[config.mk]
export PLATFORM = sky130hd
export DESIGN_NAME = pc_fetch_ctrl
export DESIGN_NICKNAME = d
export VERILOG_FILES = /design/src/rtl/cpu_pkg.sv /design/src/rtl/pc_fetch_ctrl.sv
export SDC_FILE = /design/constraint.sdc
export NUM_CORES = 1
export LEC_CHECK = 0
export CAP_MARGIN = 20
export CORE_MARGIN = 1.5
export CORE_UTILIZATION = 50
export CTS_BUF_LIST = sky130_fd_sc_hd__clkbuf_8
export CTS_CLUSTER_DIAMETER = 30
export DETAILED_ROUTE_END_ITERATION = 8
export PLACE_DENSITY = 0.95
export SYNTH_ARGS = -nofsm -noshare
export SYNTH_HDL_FRONTEND = slang
export SYNTH_SLANG_ARGS = --single-unit
export TNS_END_PERCENT = 50
[constraint.sdc]
create_clock -name clock -period 3.55 [get_ports clock]
set_input_delay 0.355 -clock clock [delete_from_list [all_inputs] [get_ports clock]]
set_output_delay 0.355 -clock clock [all_outputs]
set_load 0.005 [all_outputs]
[src/rtl/cpu_pkg.sv]
// ============================================================================
// Module      : cpu_pkg
// Description : Shared CPU widths, bubble encoding and decode-side bundle type.
// Revision    : 1.0 - initial release
// ============================================================================
`default_nettype none

package cpu_pkg;

    localparam int ADDR_W = 12;
    localparam int DATA_W = 32;

    localparam logic [DATA_W-1:0] NOP_INS = 32'h0;

    typedef struct packed {
        logic [ADDR_W-1:0] pc;
        logic [DATA_W-1:0] ins;
        logic              nop;
    } fetch_out_t;

endpackage

`default_nettype wire

[src/rtl/pc_fetch_ctrl.sv]
// ============================================================================
// Module      : pc_fetch_ctrl
// Description : Program counter / instruction-fetch sequencer feeding decode.
// Revision    : 1.0 - initial release
// ============================================================================
`default_nettype none

module pc_fetch_ctrl #(
    parameter int                ADDR_W   = cpu_pkg::ADDR_W,
    parameter int                DATA_W   = cpu_pkg::DATA_W,
    parameter logic [ADDR_W-1:0] RESET_PC = '0
) (
    input  logic              clock,
    input  logic              reset,
    input  logic              stall,
    input  logic              redirect,
    input  logic [ADDR_W-1:0] redirect_pc,
    output logic [ADDR_W-1:0] imem_addr,
    input  logic [DATA_W-1:0] imem_rdata,
    output logic [ADDR_W-1:0] pc,
    output logic [DATA_W-1:0] ins,
    output logic              nop,
    output logic [31:0]       fetch_count
);

    logic [ADDR_W-1:0] r_fetch_pc;
    logic              r_inflight;
    logic [ADDR_W-1:0] r_pc;
    logic [DATA_W-1:0] r_ins;
    logic              r_nop;
    logic [31:0]       r_fetch_count;

    logic [ADDR_W-1:0] w_fetch_pc_inc;
    logic              w_consume;

    assign w_fetch_pc_inc = r_fetch_pc + ADDR_W'(1);
    assign w_consume      = !r_nop && !stall && !redirect;

    // A stalled fetch simply re-reads fetch_pc, so rdata stays valid without a skid buffer.
    always_comb begin
        imem_addr = w_fetch_pc_inc;
        if (redirect) begin
            imem_addr = redirect_pc;
        end else if (!r_inflight) begin
            imem_addr = r_fetch_pc;
        end else if (stall) begin
            imem_addr = r_fetch_pc;
        end
    end

    always_ff @(posedge clock or negedge reset) begin
        if (!reset) begin
            r_fetch_pc    <= RESET_PC;
            r_inflight    <= 1'b0;
            r_pc          <= RESET_PC;
            r_ins         <= DATA_W'(cpu_pkg::NOP_INS);
            r_nop         <= 1'b1;
            r_fetch_count <= 32'd0;
        end else begin
            if (redirect) begin
                // Decode holds a wrong-path instruction; kill it even when stalled.
                r_fetch_pc <= redirect_pc;
                r_inflight <= 1'b1;
                r_ins      <= DATA_W'(cpu_pkg::NOP_INS);
                r_nop      <= 1'b1;
            end else if (!r_inflight) begin
                r_inflight <= 1'b1;
                r_nop      <= 1'b1;
            end else if (!stall) begin
                r_pc       <= r_fetch_pc;
                r_ins      <= imem_rdata;
                r_nop      <= 1'b0;
                r_fetch_pc <= w_fetch_pc_inc;
            end

            if (w_consume) begin
                r_fetch_count <= r_fetch_count + 32'd1;
            end
        end
    end

    assign pc          = r_pc;
    assign ins         = r_ins;
    assign nop         = r_nop;
    assign fetch_count = r_fetch_count;

endmodule

`default_nettype wire
==> results of run 1 <==
where the power goes:
part | switching (mW) | total (mW) | leakage, nW | internal, mW
registers | 0.0711 | 1.18 | 1.17 | 1.10
logic | 0.151 | 0.399 | 1.08 | 0.248
clock network | 0.342 | 0.583 | 0.0910 | 0.241
layout by cell type, fill, tap and decap left out, drive strengths merged, types with 10 or more instances in the layout:
cell type	synthesis	layout
clkdlybuf4s50	0	134
nand2	90	90
dfrtp	89	89
a21oi	32	32
xor2	21	21
xnor2	20	20
nand4	18	18
mux2	14	14
o21ai	11	11
nor4	11	11
nand3	10	10
inv	8	10
flip-flops by register name, summed over array words and instances (netlist names):
name / cells
r_inflight: 1
fetch_count: 32
nop: 1
ins: 32
pc: 12
r_fetch_pc: 12
worst max-delay path by stage:
stage                   startpoint               to  slack (ps)  cells after the start
floorplan           fetch_count[7]  fetch_count[28]        1720                      5
global placement             stall    imem_addr[11]         700                      6
detailed placement           stall    imem_addr[11]         620                      6
CTS                          stall    imem_addr[11]         570                      6
global route                 stall    imem_addr[11]         420                      6
finish                       stall    imem_addr[11]         580                      6
cell type report:
type / count / area [um^2]
Tap cell: 102 / 127.6
Fill cell: 543 / 2142
Inverter: 8 / 30.03
Multi-Input combinational cell: 263 / 1551
Clock buffer: 9 / 123.9
Timing Repair Buffer: 141 / 1391
Sequential cell: 90 / 2253
Clock inverter: 6 / 27.53
layer usage:
metal  GRT usage [%]  wire [um]  vias to the layer above
li1                -          -                     1549
met1           30.80       4068                     1659
met2           40.98       4993                      155
met3           7.035        739                       17
met4           9.766        186                        0
met5               0          0                        -
cells by family after synthesis:
logic type | count (synthesis) | synth area share [%]
AO/OA/AOI/OAI | 44 | 5.671
XOR/XNOR | 41 | 9.196
adder cells (fa/ha/maj) | 2 | 0.6407
buffers and inverters | 25 | 2.627
flip-flops | 90 | 57.71
multiplexers | 15 | 4.293
other | 1 | 0.09603
AND/OR/NAND/NOR | 160 | 19.77
worst reg2reg max path: stages, from the launching register on:
cell and delay [ps]:
dfrtp_1 470, nand4_2 180, or4_4 650, nor4_1 490, xor2_1 200
==> results.yml, run 1 <==
run_status:
  status: "finished, final reports clean"
synthesis:
  synth-seq-cells: 90
  yosys_warnings: 0
  ys_types: 34
  synthCells: 378
  synth_common_cells: "nand2_1, dfrtp_1, a21oi_1"
  avgSynthCellArea_um2: 10.33
  synth_top_area_share_pct: 57.03
  ys_seq_area_share_pct: 57.71
  synthTopCellsByArea: "dfrtp_1, nand2_1, xor2_1"
  synthArstFlopShare_pct: 100.0
  ys.flop_type: "dfrtp_1"
  yosysMostFrequentCell: "nand2_1"
  synth_edf_count: 0
  synth_fp_nets: 428
  syn_area_um2: 3905
  synth_top_area_cell: "dfrtp_1"
min_path:
  hp-class: "in2async"
sta:
  slew_headroom_pct: 43.40
  rsz0062_at_grt: "false"
  tightest_slew_ps: 849.0
  hold_viol_final: 0
  fin_crit_sh_pct: 83.53
  layout_setup_ws_ps: 584.6
  max_freq_mhz: 337.2
  setup_violations: 0
  final_max_slew_viol_count: 0
  setup_tns_ps: 0
  fin_crit_ps: 2965
  hold-worst-slack_ps: 81.30
  final.setup_skew_ps: 14.57
floorplan:
  rows: 32
  fp.dieH_um: 91.38
  design.die.area_um2: 8349
  core_area_um2: 7647
  die_w_um: 91.38
  initial_core_util_pct: 51.06
  ios: 137
critical_path:
  r2r-end: "fetch_count[26]"
  cp.arrival_ps: 2610
  required_ps: 3190
  rr_worst_depth: 4
  critPathLaunchType: "input pin"
  slowest_delay_ps: 550
  path_class: "in2out"
  r2r-start: "fetch_count[7]"
  timing.critical_path.max_delay_family: "buffers and inverters"
  reg2reg_slack_ps: 1490
  path_max_fanout: 6
  crit_top_cell: "clkdlybuf4s50_1"
  crit_slowest_cell: "clkdlybuf4s50_1"
  end_kind: "output pin"
  crit_path_cell_trace: "clkdlybuf4s50_1, and4b_1, nand3_1, or3_1, a31oi_1, clkdlybuf4s50_1"
  critPathBufInv: 2
power_and_ir_drop:
  ir_worst_vdd_v: 0.0002942
  p_leak_nw: 2.344
  p_per_area_nw_per_um2: 391.9
  total_power_mw: 2.158
clocking:
  cts-root-buf: "clkbuf_8"
  clock-sinks: 90
  ctsResizeCount: 0
  insertion_delay_ps: 350
  h-tree-depth: 3
  clk_pin_slew_ps: 90
  cts_tree: "done"
  cts_hold_buf: 0
  cts_buffer_depth: 2
  numCtsBuffers: 9
  cts_setup_buffers: 0
global_route:
  groute.usage.overall_pct: 24.84
  grt_pass1_vias: 3385
  overflow: 0
  grt_max_degree: 68
  grt_pass1_wl_um: 16330
  antenna_found_initial: 0
drt:
  post-route-drc-count: 0
  drt_iter0_drc: 152
  firstDrtPassIters: 4
  wl_um: 9987
  wl_per_cell_um: 16.13
  vias: 3380
  ant_nets: 0
  viasPerCell: 5.460
layout:
  n_antenna_cell: 0
  final_nets: 563
  postLayoutCoreUtil_pct: 71.99
  drive_gt1_share_pct: 7.930
  area_growth_pct: 40.98
  fin_cells: 619
  layout.cell_area.non_filler_um2: 5505
placement:
  dp_slack_ps: 622.0
  hpwl_um: 7166
  numPortBuffers: 136
  dp.cells: 604
  gp_congestion: 0.8934
  place_area_um2: 5354
run:
  max-cap-violations: 0
No activity file was read; power rests on OpenSTA's default activity.
==> inputs of run 2 (changes only) <==
- CORE_UTILIZATION: 50 -> 42
- PLACE_DENSITY: 0.95 -> 0.89
- clock period: 3.55 -> 2.5 ns (I/O delays scaled with it)
==> run 2 against run 1 <==
  * Sequential share of layout area fell by 0.99 points
  * Sequential power rose by 42%
  * Hold slack better by 270 ps
  * First-iteration DRC count down 3.9%
  * Clock skew down 3.2 ps
  * Core utilization decreased by 10 points
  * Global-route usage shrank 4.1 points
  * Die area increased by 18%
==> results.yml, run 2 (synthesized netlist as in run 1, its figures left out) <==
run_status:
  status: "finished, final reports clean"
critical_path:
  crit_slowest_cell: "clkdlybuf4s50_1"
  timing.critical_path.max_delay_family: "buffers and inverters"
  crit_path_cell_trace: "ha_1, and3_2, nand4_1, xor2_1, o21ai_1, clkdlybuf4s50_1"
  required_ps: 2250
  end_kind: "output pin"
  cp.arrival_ps: 2180
  critPathLaunchType: "flop"
  critPathBufInv: 1
  path_max_fanout: 5
  path_class: "reg2out"
  slowest_delay_ps: 540
sta:
  setup_violations: 0
  tightest_slew_ps: 728.6
  final.setup_skew_ps: 11.39
  setup_tns_ps: 0
  rsz0062_at_grt: "true"
  fin_crit_ps: 2428
  layout_setup_ws_ps: 72.40
  max_freq_mhz: 411.9
  slew_headroom_pct: 50.98
  final_max_slew_viol_count: 0
  fin_crit_sh_pct: 97.10
  hold_viol_final: 0
drt:
  post-route-drc-count: 0
  wl_per_cell_um: 15.53
  viasPerCell: 5.192
  drt_iter0_drc: 146
  ant_nets: 0
  firstDrtPassIters: 6
  vias: 3318
  wl_um: 9926
global_route:
  overflow: 0
  grt_pass1_vias: 3262
  grt_max_degree: 56
  grt_pass1_wl_um: 16250
  antenna_found_initial: 0
  groute.usage.overall_pct: 20.70
floorplan:
  design.die.area_um2: 9885
  initial_core_util_pct: 42.87
  fp.dieH_um: 99.43
  core_area_um2: 9109
  ios: 137
  rows: 35
  die_w_um: 99.43
clocking:
  cts_buffer_depth: 2
  cts_tree: "done"
  numCtsBuffers: 9
  clock-sinks: 90
  cts-root-buf: "clkbuf_8"
  h-tree-depth: 3
  insertion_delay_ps: 360
  clk_pin_slew_ps: 100
min_path:
  hp-class: "in2reg"
placement:
  hpwl_um: 7192
  gp_congestion: 0.8103
  dp_slack_ps: 73.35
  numPortBuffers: 136
layout:
  drive_gt1_share_pct: 10.80
  final_common_cell: "clkdlybuf4s50_1"
  layout_common_cells: "clkdlybuf4s50_1, nand2_1, dfrtp_1"
  area_growth_pct: 44.54
  final_nets: 573
  n_antenna_cell: 0
  multiInputGateArea_um2: 1564
  regArea_um2: 2255
  fillers: 743
run:
  max-cap-violations: 0
power_and_ir_drop:
  p_leak_nw: 2.402
  total_power_mw: 3.157
  ir_worst_vdd_v: 0.0003044
  p_per_area_nw_per_um2: 559.4
-- run 2: changes by cell type in the layout (fill, tap and decap cells not counted), moves of 2 or more --
cell	change
clkinv_4	+2
inv_1	-2
buf_4	+8
o21ai_1	+5
o21ai_0	-6
clkinv_2	-2
inv_6	+2
-- run 2: worst paths after layout --
check / endpoint / slack [ps] / cells past startpoint / from
min in group asynchronous: fetch_count[16] / 390 / 2 / reset
max in group asynchronous: ins[1] / 1450 / 3 / reset
hold reg to reg: fetch_count[31] / 490 / 1 / fetch_count[31]
setup reg to reg: fetch_count[28] / 440 / 4 / fetch_count[7]
setup / recovery: imem_addr[8] / 70 / 6 / r_fetch_pc[1]
hold / removal: ins[21] / 350 / 2 / redirect
-- run 2: metal layers --
layer	GRT usage (%)	wire, um
met4	7.692	150
met5	0	0
met1	26.97	4298
met3	4.568	534
met2	34.04	4942
-- run 2: worst reg2reg max path: stages, from the launching register on --
cell	delay (ps)
dfrtp_1	480
nand4_2	210
or4_4	660
nor4_1	450
xor2_1	190
-- run 2: area by class of cell --
type	instances	share of cell area, %
inverter	8	0.5320
clock buffer	9	2.195
clock inverter	7	0.9311
sequential	90	39.95
tap	111	2.461
timing repair buffer	151	26.22
multi-input combinational	263	27.71
-- run 2: through the flow --
step	cells	cell area (um^2)	hold WS, ps	util [%]
floorplan	378	3905	-45.59	-
global placement	620	5430	234.5	59.62
detailed placement	620	5430	245.2	59.62
CTS	637	5618	347.9	61.68
global route	639	5644	356.0	61.96
finish	639	5644	352.8	61.96
-- run 2: power breakdown --
group / internal [mW] / switching (mW) / total, mW
sequential: 1.57 / 0.0975 / 1.67
combinational: 0.363 / 0.220 / 0.583
clock: 0.368 / 0.539 / 0.908
-- run 2: what timing repair did --
action / in CTS / in global routing
pin swaps: 1 / 0
setup buffers: 0 / 2
endpoints found under the hold margin: 34 / 0
resized for setup: 5 / 7
hold buffers: 1 / 0
setup endpoints to repair: 4 / 9
==> inputs of run 3 (changes only) <==
- CAP_MARGIN: 20 -> 10
==> results of run 3 <==
The final DEF is identical to that of run 2; final timing and power are the same.
